**src/rtl/arbitro_vc_d_if.sv**
```systemverilog
// Signal bundle between the VC0/VC1 FIFOs, the D0/D1 FIFOs and the VC-to-destination arbiter.
// The master side is the arbiter; the slave side is the FIFO environment around it.
interface arbitro_vc_d_if #(
    parameter int BW = 6,
    parameter int CW = 5
);
    logic          VC0_empty;
    logic          VC1_empty;
    logic [BW-1:0] VC0_data_out;
    logic [BW-1:0] VC1_data_out;
    logic          D0_pause;
    logic          D1_pause;
    logic          VC0_rd;
    logic          VC1_rd;
    logic          D0_wr;
    logic          D1_wr;
    logic [BW-1:0] D0_data_in;
    logic [BW-1:0] D1_data_in;
    logic [CW-1:0] cnt_D0;
    logic [CW-1:0] cnt_D1;

    modport master (
        input  VC0_empty, VC1_empty, VC0_data_out, VC1_data_out, D0_pause, D1_pause,
        output VC0_rd, VC1_rd, D0_wr, D1_wr, D0_data_in, D1_data_in, cnt_D0, cnt_D1
    );

    modport slave (
        output VC0_empty, VC1_empty, VC0_data_out, VC1_data_out, D0_pause, D1_pause,
        input  VC0_rd, VC1_rd, D0_wr, D1_wr, D0_data_in, D1_data_in, cnt_D0, cnt_D1
    );
endinterface

```
**src/rtl/arbitro_vc_d.sv**
```systemverilog
// Strict-priority (VC0 > VC1) transfer stage from the virtual-channel FIFOs to the D0/D1
// destination FIFOs, with per-destination pause, one-cycle registered push and delivery counters.
module arbitro_vc_d #(
    parameter int BW = 6,
    parameter int CW = 5
) (
    input  logic           clk,
    input  logic           reset_L,
    arbitro_vc_d_if.master bus
);
    logic          vc0_dst;
    logic          vc1_dst;
    logic          vc0_eligible;
    logic          vc1_eligible;
    logic          vc0_rd;
    logic          vc1_rd;
    logic          pop_valid;
    logic          pop_dst;
    logic [BW-1:0] pop_word;

    logic          d0_wr_d;
    logic          d0_wr_q;
    logic          d1_wr_d;
    logic          d1_wr_q;
    logic [BW-1:0] d0_data_d;
    logic [BW-1:0] d0_data_q;
    logic [BW-1:0] d1_data_d;
    logic [BW-1:0] d1_data_q;
    logic [CW-1:0] cnt_d0_d;
    logic [CW-1:0] cnt_d0_q;
    logic [CW-1:0] cnt_d1_d;
    logic [CW-1:0] cnt_d1_q;

    // A blocked VC0 head lets VC1 through only when VC1's own destination is free.
    always_comb begin
        vc0_dst      = bus.VC0_data_out[BW-2];
        vc1_dst      = bus.VC1_data_out[BW-2];
        vc0_eligible = !bus.VC0_empty && !(vc0_dst ? bus.D1_pause : bus.D0_pause);
        vc1_eligible = !bus.VC1_empty && !(vc1_dst ? bus.D1_pause : bus.D0_pause);
        vc0_rd       = reset_L && vc0_eligible;
        vc1_rd       = reset_L && !vc0_eligible && vc1_eligible;
        pop_valid    = vc0_rd || vc1_rd;
        pop_word     = vc0_rd ? bus.VC0_data_out : bus.VC1_data_out;
        pop_dst      = vc0_rd ? vc0_dst : vc1_dst;
    end

    always_comb begin
        d0_wr_d   = pop_valid && !pop_dst;
        d1_wr_d   = pop_valid && pop_dst;
        d0_data_d = d0_wr_d ? pop_word : d0_data_q;
        d1_data_d = d1_wr_d ? pop_word : d1_data_q;
        cnt_d0_d  = d0_wr_d ? cnt_d0_q + CW'(1) : cnt_d0_q;
        cnt_d1_d  = d1_wr_d ? cnt_d1_q + CW'(1) : cnt_d1_q;
    end

    always_ff @(posedge clk or negedge reset_L) begin
        if (!reset_L) begin
            d0_wr_q   <= 1'b0;
            d1_wr_q   <= 1'b0;
            d0_data_q <= '0;
            d1_data_q <= '0;
            cnt_d0_q  <= '0;
            cnt_d1_q  <= '0;
        end else begin
            d0_wr_q   <= d0_wr_d;
            d1_wr_q   <= d1_wr_d;
            d0_data_q <= d0_data_d;
            d1_data_q <= d1_data_d;
            cnt_d0_q  <= cnt_d0_d;
            cnt_d1_q  <= cnt_d1_d;
        end
    end

    assign bus.VC0_rd     = vc0_rd;
    assign bus.VC1_rd     = vc1_rd;
    assign bus.D0_wr      = d0_wr_q;
    assign bus.D1_wr      = d1_wr_q;
    assign bus.D0_data_in = d0_data_q;
    assign bus.D1_data_in = d1_data_q;
    assign bus.cnt_D0     = cnt_d0_q;
    assign bus.cnt_D1     = cnt_d1_q;
endmodule

```
**src/flat_wrapper.sv**
```systemverilog
// flat-port wrapper written by rule: the top's interface ports become plain ports
module arbitro_vc_d_flat 
#(
    parameter int BW = 6,
    parameter int CW = 5
)
  (clk, reset_L, bus_VC0_empty, bus_VC1_empty, bus_VC0_data_out, bus_VC1_data_out, bus_D0_pause, bus_D1_pause, bus_VC0_rd, bus_VC1_rd, bus_D0_wr, bus_D1_wr, bus_D0_data_in, bus_D1_data_in, bus_cnt_D0, bus_cnt_D1);
  arbitro_vc_d_if #(.BW(BW), .CW(CW)) bus_i ();
  input  logic clk;
  input  logic reset_L;
  input wire logic [$bits(bus_i.VC0_empty)-1:0] bus_VC0_empty;
  input wire logic [$bits(bus_i.VC1_empty)-1:0] bus_VC1_empty;
  input wire logic [$bits(bus_i.VC0_data_out)-1:0] bus_VC0_data_out;
  input wire logic [$bits(bus_i.VC1_data_out)-1:0] bus_VC1_data_out;
  input wire logic [$bits(bus_i.D0_pause)-1:0] bus_D0_pause;
  input wire logic [$bits(bus_i.D1_pause)-1:0] bus_D1_pause;
  output wire logic [$bits(bus_i.VC0_rd)-1:0] bus_VC0_rd;
  output wire logic [$bits(bus_i.VC1_rd)-1:0] bus_VC1_rd;
  output wire logic [$bits(bus_i.D0_wr)-1:0] bus_D0_wr;
  output wire logic [$bits(bus_i.D1_wr)-1:0] bus_D1_wr;
  output wire logic [$bits(bus_i.D0_data_in)-1:0] bus_D0_data_in;
  output wire logic [$bits(bus_i.D1_data_in)-1:0] bus_D1_data_in;
  output wire logic [$bits(bus_i.cnt_D0)-1:0] bus_cnt_D0;
  output wire logic [$bits(bus_i.cnt_D1)-1:0] bus_cnt_D1;
  assign bus_i.VC0_empty = bus_VC0_empty;
  assign bus_i.VC1_empty = bus_VC1_empty;
  assign bus_i.VC0_data_out = bus_VC0_data_out;
  assign bus_i.VC1_data_out = bus_VC1_data_out;
  assign bus_i.D0_pause = bus_D0_pause;
  assign bus_i.D1_pause = bus_D1_pause;
  assign bus_VC0_rd = bus_i.VC0_rd;
  assign bus_VC1_rd = bus_i.VC1_rd;
  assign bus_D0_wr = bus_i.D0_wr;
  assign bus_D1_wr = bus_i.D1_wr;
  assign bus_D0_data_in = bus_i.D0_data_in;
  assign bus_D1_data_in = bus_i.D1_data_in;
  assign bus_cnt_D0 = bus_i.cnt_D0;
  assign bus_cnt_D1 = bus_i.cnt_D1;
  arbitro_vc_d #(.BW(BW), .CW(CW)) u_core (.clk(clk), .reset_L(reset_L), .bus(bus_i));
endmodule
```
**config.mk**
```make
export PLATFORM = sky130hd
export DESIGN_NAME = arbitro_vc_d_flat
export DESIGN_NICKNAME = d
export VERILOG_FILES = /design/src/rtl/arbitro_vc_d_if.sv /design/src/rtl/arbitro_vc_d.sv /design/src/flat_wrapper.sv
export SDC_FILE = /design/constraint.sdc
export NUM_CORES = 1
export LEC_CHECK = 0
export CORE_MARGIN = 1.5
export CORE_UTILIZATION = 40
export CTS_BUF_LIST = sky130_fd_sc_hd__clkbuf_8
export DETAILED_ROUTE_END_ITERATION = 10
export PLACE_DENSITY = 0.78
export REMOVE_ABC_BUFFERS = 1
export SYNTH_ARGS = -nofsm -noshare
export SYNTH_HDL_FRONTEND = slang
export SYNTH_SLANG_ARGS = --single-unit
```
**constraint.sdc**
```tcl
create_clock -name clk -period 1.45 [get_ports clk]
set_clock_uncertainty 0.2 [all_clocks]
set_input_delay 0.29 -clock clk [delete_from_list [all_inputs] [get_ports clk]]
set_output_delay 0.29 -clock clk [all_outputs]
set_load 0.02 [all_outputs]
```
==> results of run 1 <==
[what timing repair did]
item,in CTS,in global routing
setup buffers,3,1
pin swaps,24,8
gates resized for setup,133,29
hold buffers,1,0
setup endpoints to repair,50,46
endpoints found under the hold margin,24,0
[cell families after synthesis]
kind of cell	Yosys count
flops	24
compound gates	20
mux	4
xor+xnor	8
buf+inv	6
simple gates	19
fa+ha+maj	2
[power groups by stage]
stage                     combinational (W)  sequential (W)  clock, W
after floorplan                    0.000303         0.00128         0
final                               0.00134        0.000985  0.000587
after global routing                0.00143         0.00101  0.000620
after global placement              0.00135        0.000982         0
after CTS                           0.00138        0.000979  0.000592
after detailed placement            0.00138        0.000984         0
[cell type report]
class | count | share of cell area
timing repair buffer | 76 | 0.324
multi-input combinational | 53 | 0.310
sequential | 24 | 0.307
clock buffer | 3 | 0.0211
tap | 30 | 0.0192
clock inverter | 1 | 0.0153
inverter | 2 | 0.00383
[final timing paths]
path                                               start                       end  slack (ns)  cells after the start
worst max-delay path                 bus_VC1_data_out[4]      u_core.bus.cnt_D1[1]       -0.19                      6
worst min-delay path            u_core.bus.D1_data_in[5]  u_core.bus.D1_data_in[5]        0.32                      1
worst max register to register      u_core.bus.cnt_D0[0]      u_core.bus.cnt_D0[4]        0.03                      5
worst min register to register  u_core.bus.D1_data_in[5]  u_core.bus.D1_data_in[5]        0.32                      1
max in group asynchronous                        reset_L      u_core.bus.cnt_D0[2]        0.43                      3
min in group asynchronous                        reset_L  u_core.bus.D0_data_in[4]        0.39                      3
[registers in the layout, indices dropped and copies added, names as in the netlist]
name,cells
u_core.bus.cnt_D0,5
u_core.bus.D1_data_in,6
u_core.bus.D0_data_in,6
u_core.bus.D1_wr,1
u_core.bus.D0_wr,1
u_core.bus.cnt_D1,5
[synth_stat cells, drive strengths merged]
cell | n | area, µm²
nor4bb | 1 | 10.0
nand3b | 2 | 15.0
and2 | 2 | 12.5
o2bb2a | 1 | 20.0
o21a | 1 | 7.51
mux2 | 3 | 45.0
nor3 | 4 | 20.0
a211oi | 2 | 20.0
or2 | 1 | 6.26
buf | 3 | 27.5
clkbuf | 1 | 3.75
inv | 2 | 7.51
ha | 2 | 25.0
a22o | 15 | 131
dfrtp | 24 | 601
a211o | 1 | 8.76
xnor2 | 4 | 35.0
nand2b | 4 | 25.0
mux2i | 1 | 10.0
nor2b | 1 | 6.26
nand3 | 4 | 20.0
xor2 | 4 | 35.0
[routing by layer]
layer  routed length (µm)  track usage  vias to the layer above
li1                     -            -                      456
met1                 1320        0.292                      496
met2                 1740        0.396                       51
met3                  191       0.0445                       12
met4                  117       0.0976                        0
met5                    0            0                        -
[stage by stage]
| step | cells | TNS, ns | setup WS [ns] | utilization |
|---|---|---|---|---|
| after CTS | 188 | -1.38 | -0.195 | 0.802 |
| after floorplan | 79 | -8.79 | -0.607 | - |
| after detailed placement | 180 | -24.17 | -1.08 | 0.689 |
| final | 189 | -1.78 | -0.190 | 0.776 |
| after global placement | 180 | -22.80 | -1.06 | 0.689 |
| after global routing | 189 | -2.28 | -0.198 | 0.776 |
==> summary.md, run 1 <==
| Metric | Value |
|---|---|
| Outcome | complete, but fails checks |
| Failing checks | negative setup slack |
| I/O Buffers | 43 |
| Crit end category | flop |
| Post-synth cell types | 25 |
| Pins Over Slew Limit | 0 |
| Sequential power share | 0.338 |
| Wirelength per Cell | 17.8 µm |
| Routed wire length | 3370 µm |
| Post-Synthesis Cell Area | 0.00109 mm² |
| Initial Util | 0.433 |
| Core ar. | 0.00252 mm² |
| CP arrival | 1.60 ns |
| Sequential area share after synthesis | 0.550 |
| Storage cell area | 601 µm² |
| Final Hold Vio Count | 0 |
| Post-DP HPWL | 2080 µm |
| Min-delay worst type | reg -> reg |
| WP data required | 1.41 ns |
| Chip width | 55.3 µm |
| H-Tree Depth | 1 |
| Placed Area | 0.00174 mm² |
| First-pass GRT wire length | 5570 µm |
| Cell Pwr Density | 1490 mW/mm² |
| GPL Wtd Cong | 0.764 |
| Cells along the critical path | buf_6, mux2_4, buf_6, o2bb2a_4, or2_4, mux2_4 |
| RSZ-0062 raised after global routing | yes |
| Later-pin clock latency in the skew report | 0.26 ns |
| Post-route ant nets | 0 |
| Post-Synth Simple-Gate Area | 0.105 |
| Vias in the first global route | 1125 |
| Longest Clk Path Bufs | 2 |
| Period Utilization, post-route | 1.13 |
| Most frequent cells in the layout | 24 x dfrtp_1, 22 x buf_4, 19 x clkbuf_2 |
| Area of the multi-input gates | 607 µm² |
| Post-synthesis compound-gate area fraction | 0.172 |
| Fillers | 145 |
| Mux contribution to synthesized area | 0.0504 |
| Avg Inst Size Synth | 13.2 µm² |
| Pint | 0.00190 W |
| Critical Path Start Type | input port |
| Adder-cell share of the synthesized area | 0.0229 |
| TritonCTS clock tree | done |
| Max transition margin | 0.793 |
| Yosys warning count | 0 |
| Crit path buf inv count | 2 |
| Nets | 180 |
| GRT Util Overall | 0.234 |
| DR vias | 1015 |
| Max cap viols | 0 |
| Total global routing overflow | 0 |
| # clock sinks | 24 |
| CP Max Fanout | 8 |
| Share of cells above drive strength 1 | 0.560 |
| Final Instance Area | 0.00196 mm² |
| Design Power | 0.00292 W |
| Largest family of logic cells by synthesized area | compound AO/OA/AOI/OAI gates |
| ANT cells | 0 |
| Top Family by Delay on Critical Path | multiplexers |
| Cell Rows | 18 |
| Drt first pass iters | 5 |
| IR drop worst, VDD | 1.09 mV |
| Fmax | 610 MHz |
| Crit-path max cell delay | 0.31 ns |
| Synthesized netlist cell count | 83 |
| Setup violators final | 24 |
| Clock transition at the registers of the reported paths | 0.09 ns |
| Initial DRC count | 18 |
| CP Class | in -> reg |
| Die Height | 55.3 µm |
| Commonest non-fill, non-tap cell in the layout | dfrtp_1 |
| I/O pin count | 44 |
| Vias per cell | 5.37 |
| Die ar. | 0.00305 mm² |
| Post-synthesis sequential element count | 24 |
| Cts bufs inserted | 3 |
| Fin worst setup slack | -0.190 ns |
| Sw power | 0.00102 W |
| Clock share of power | 0.201 |
| Min Tclk post-route | 1.64 ns |
| Xor and xnor fraction of the mapped netlist area | 0.0641 |
| Logic pwr share | 0.461 |
| Slowest cell on crit path | mux2_4 |
| DRC | 0 |
| Area grow syn2layout | 79.3% |
| Sw frac | 0.350 |
| Worst Max-Slew Pin Slew | 0.310 ns |
| Largest net degree at the start of global routing | 25 |
| Leakage power | 1.00 nW |
| Antenna violations before repair | 0 |
| Root buf cell | clkbuf_8 |
| Hold WS | 0.318 ns |
(Power assumes the default switching activity.)
==> run 2: changes to the inputs <==
--- a/config.mk
+++ b/config.mk
@@ -14,3 +14,4 @@
 export SYNTH_ARGS = -nofsm -noshare
 export SYNTH_HDL_FRONTEND = slang
 export SYNTH_SLANG_ARGS = --single-unit
+export TNS_END_PERCENT = 100
==> results of run 2 <==
Final layout, timing and power as in run 1 (identical DEF).
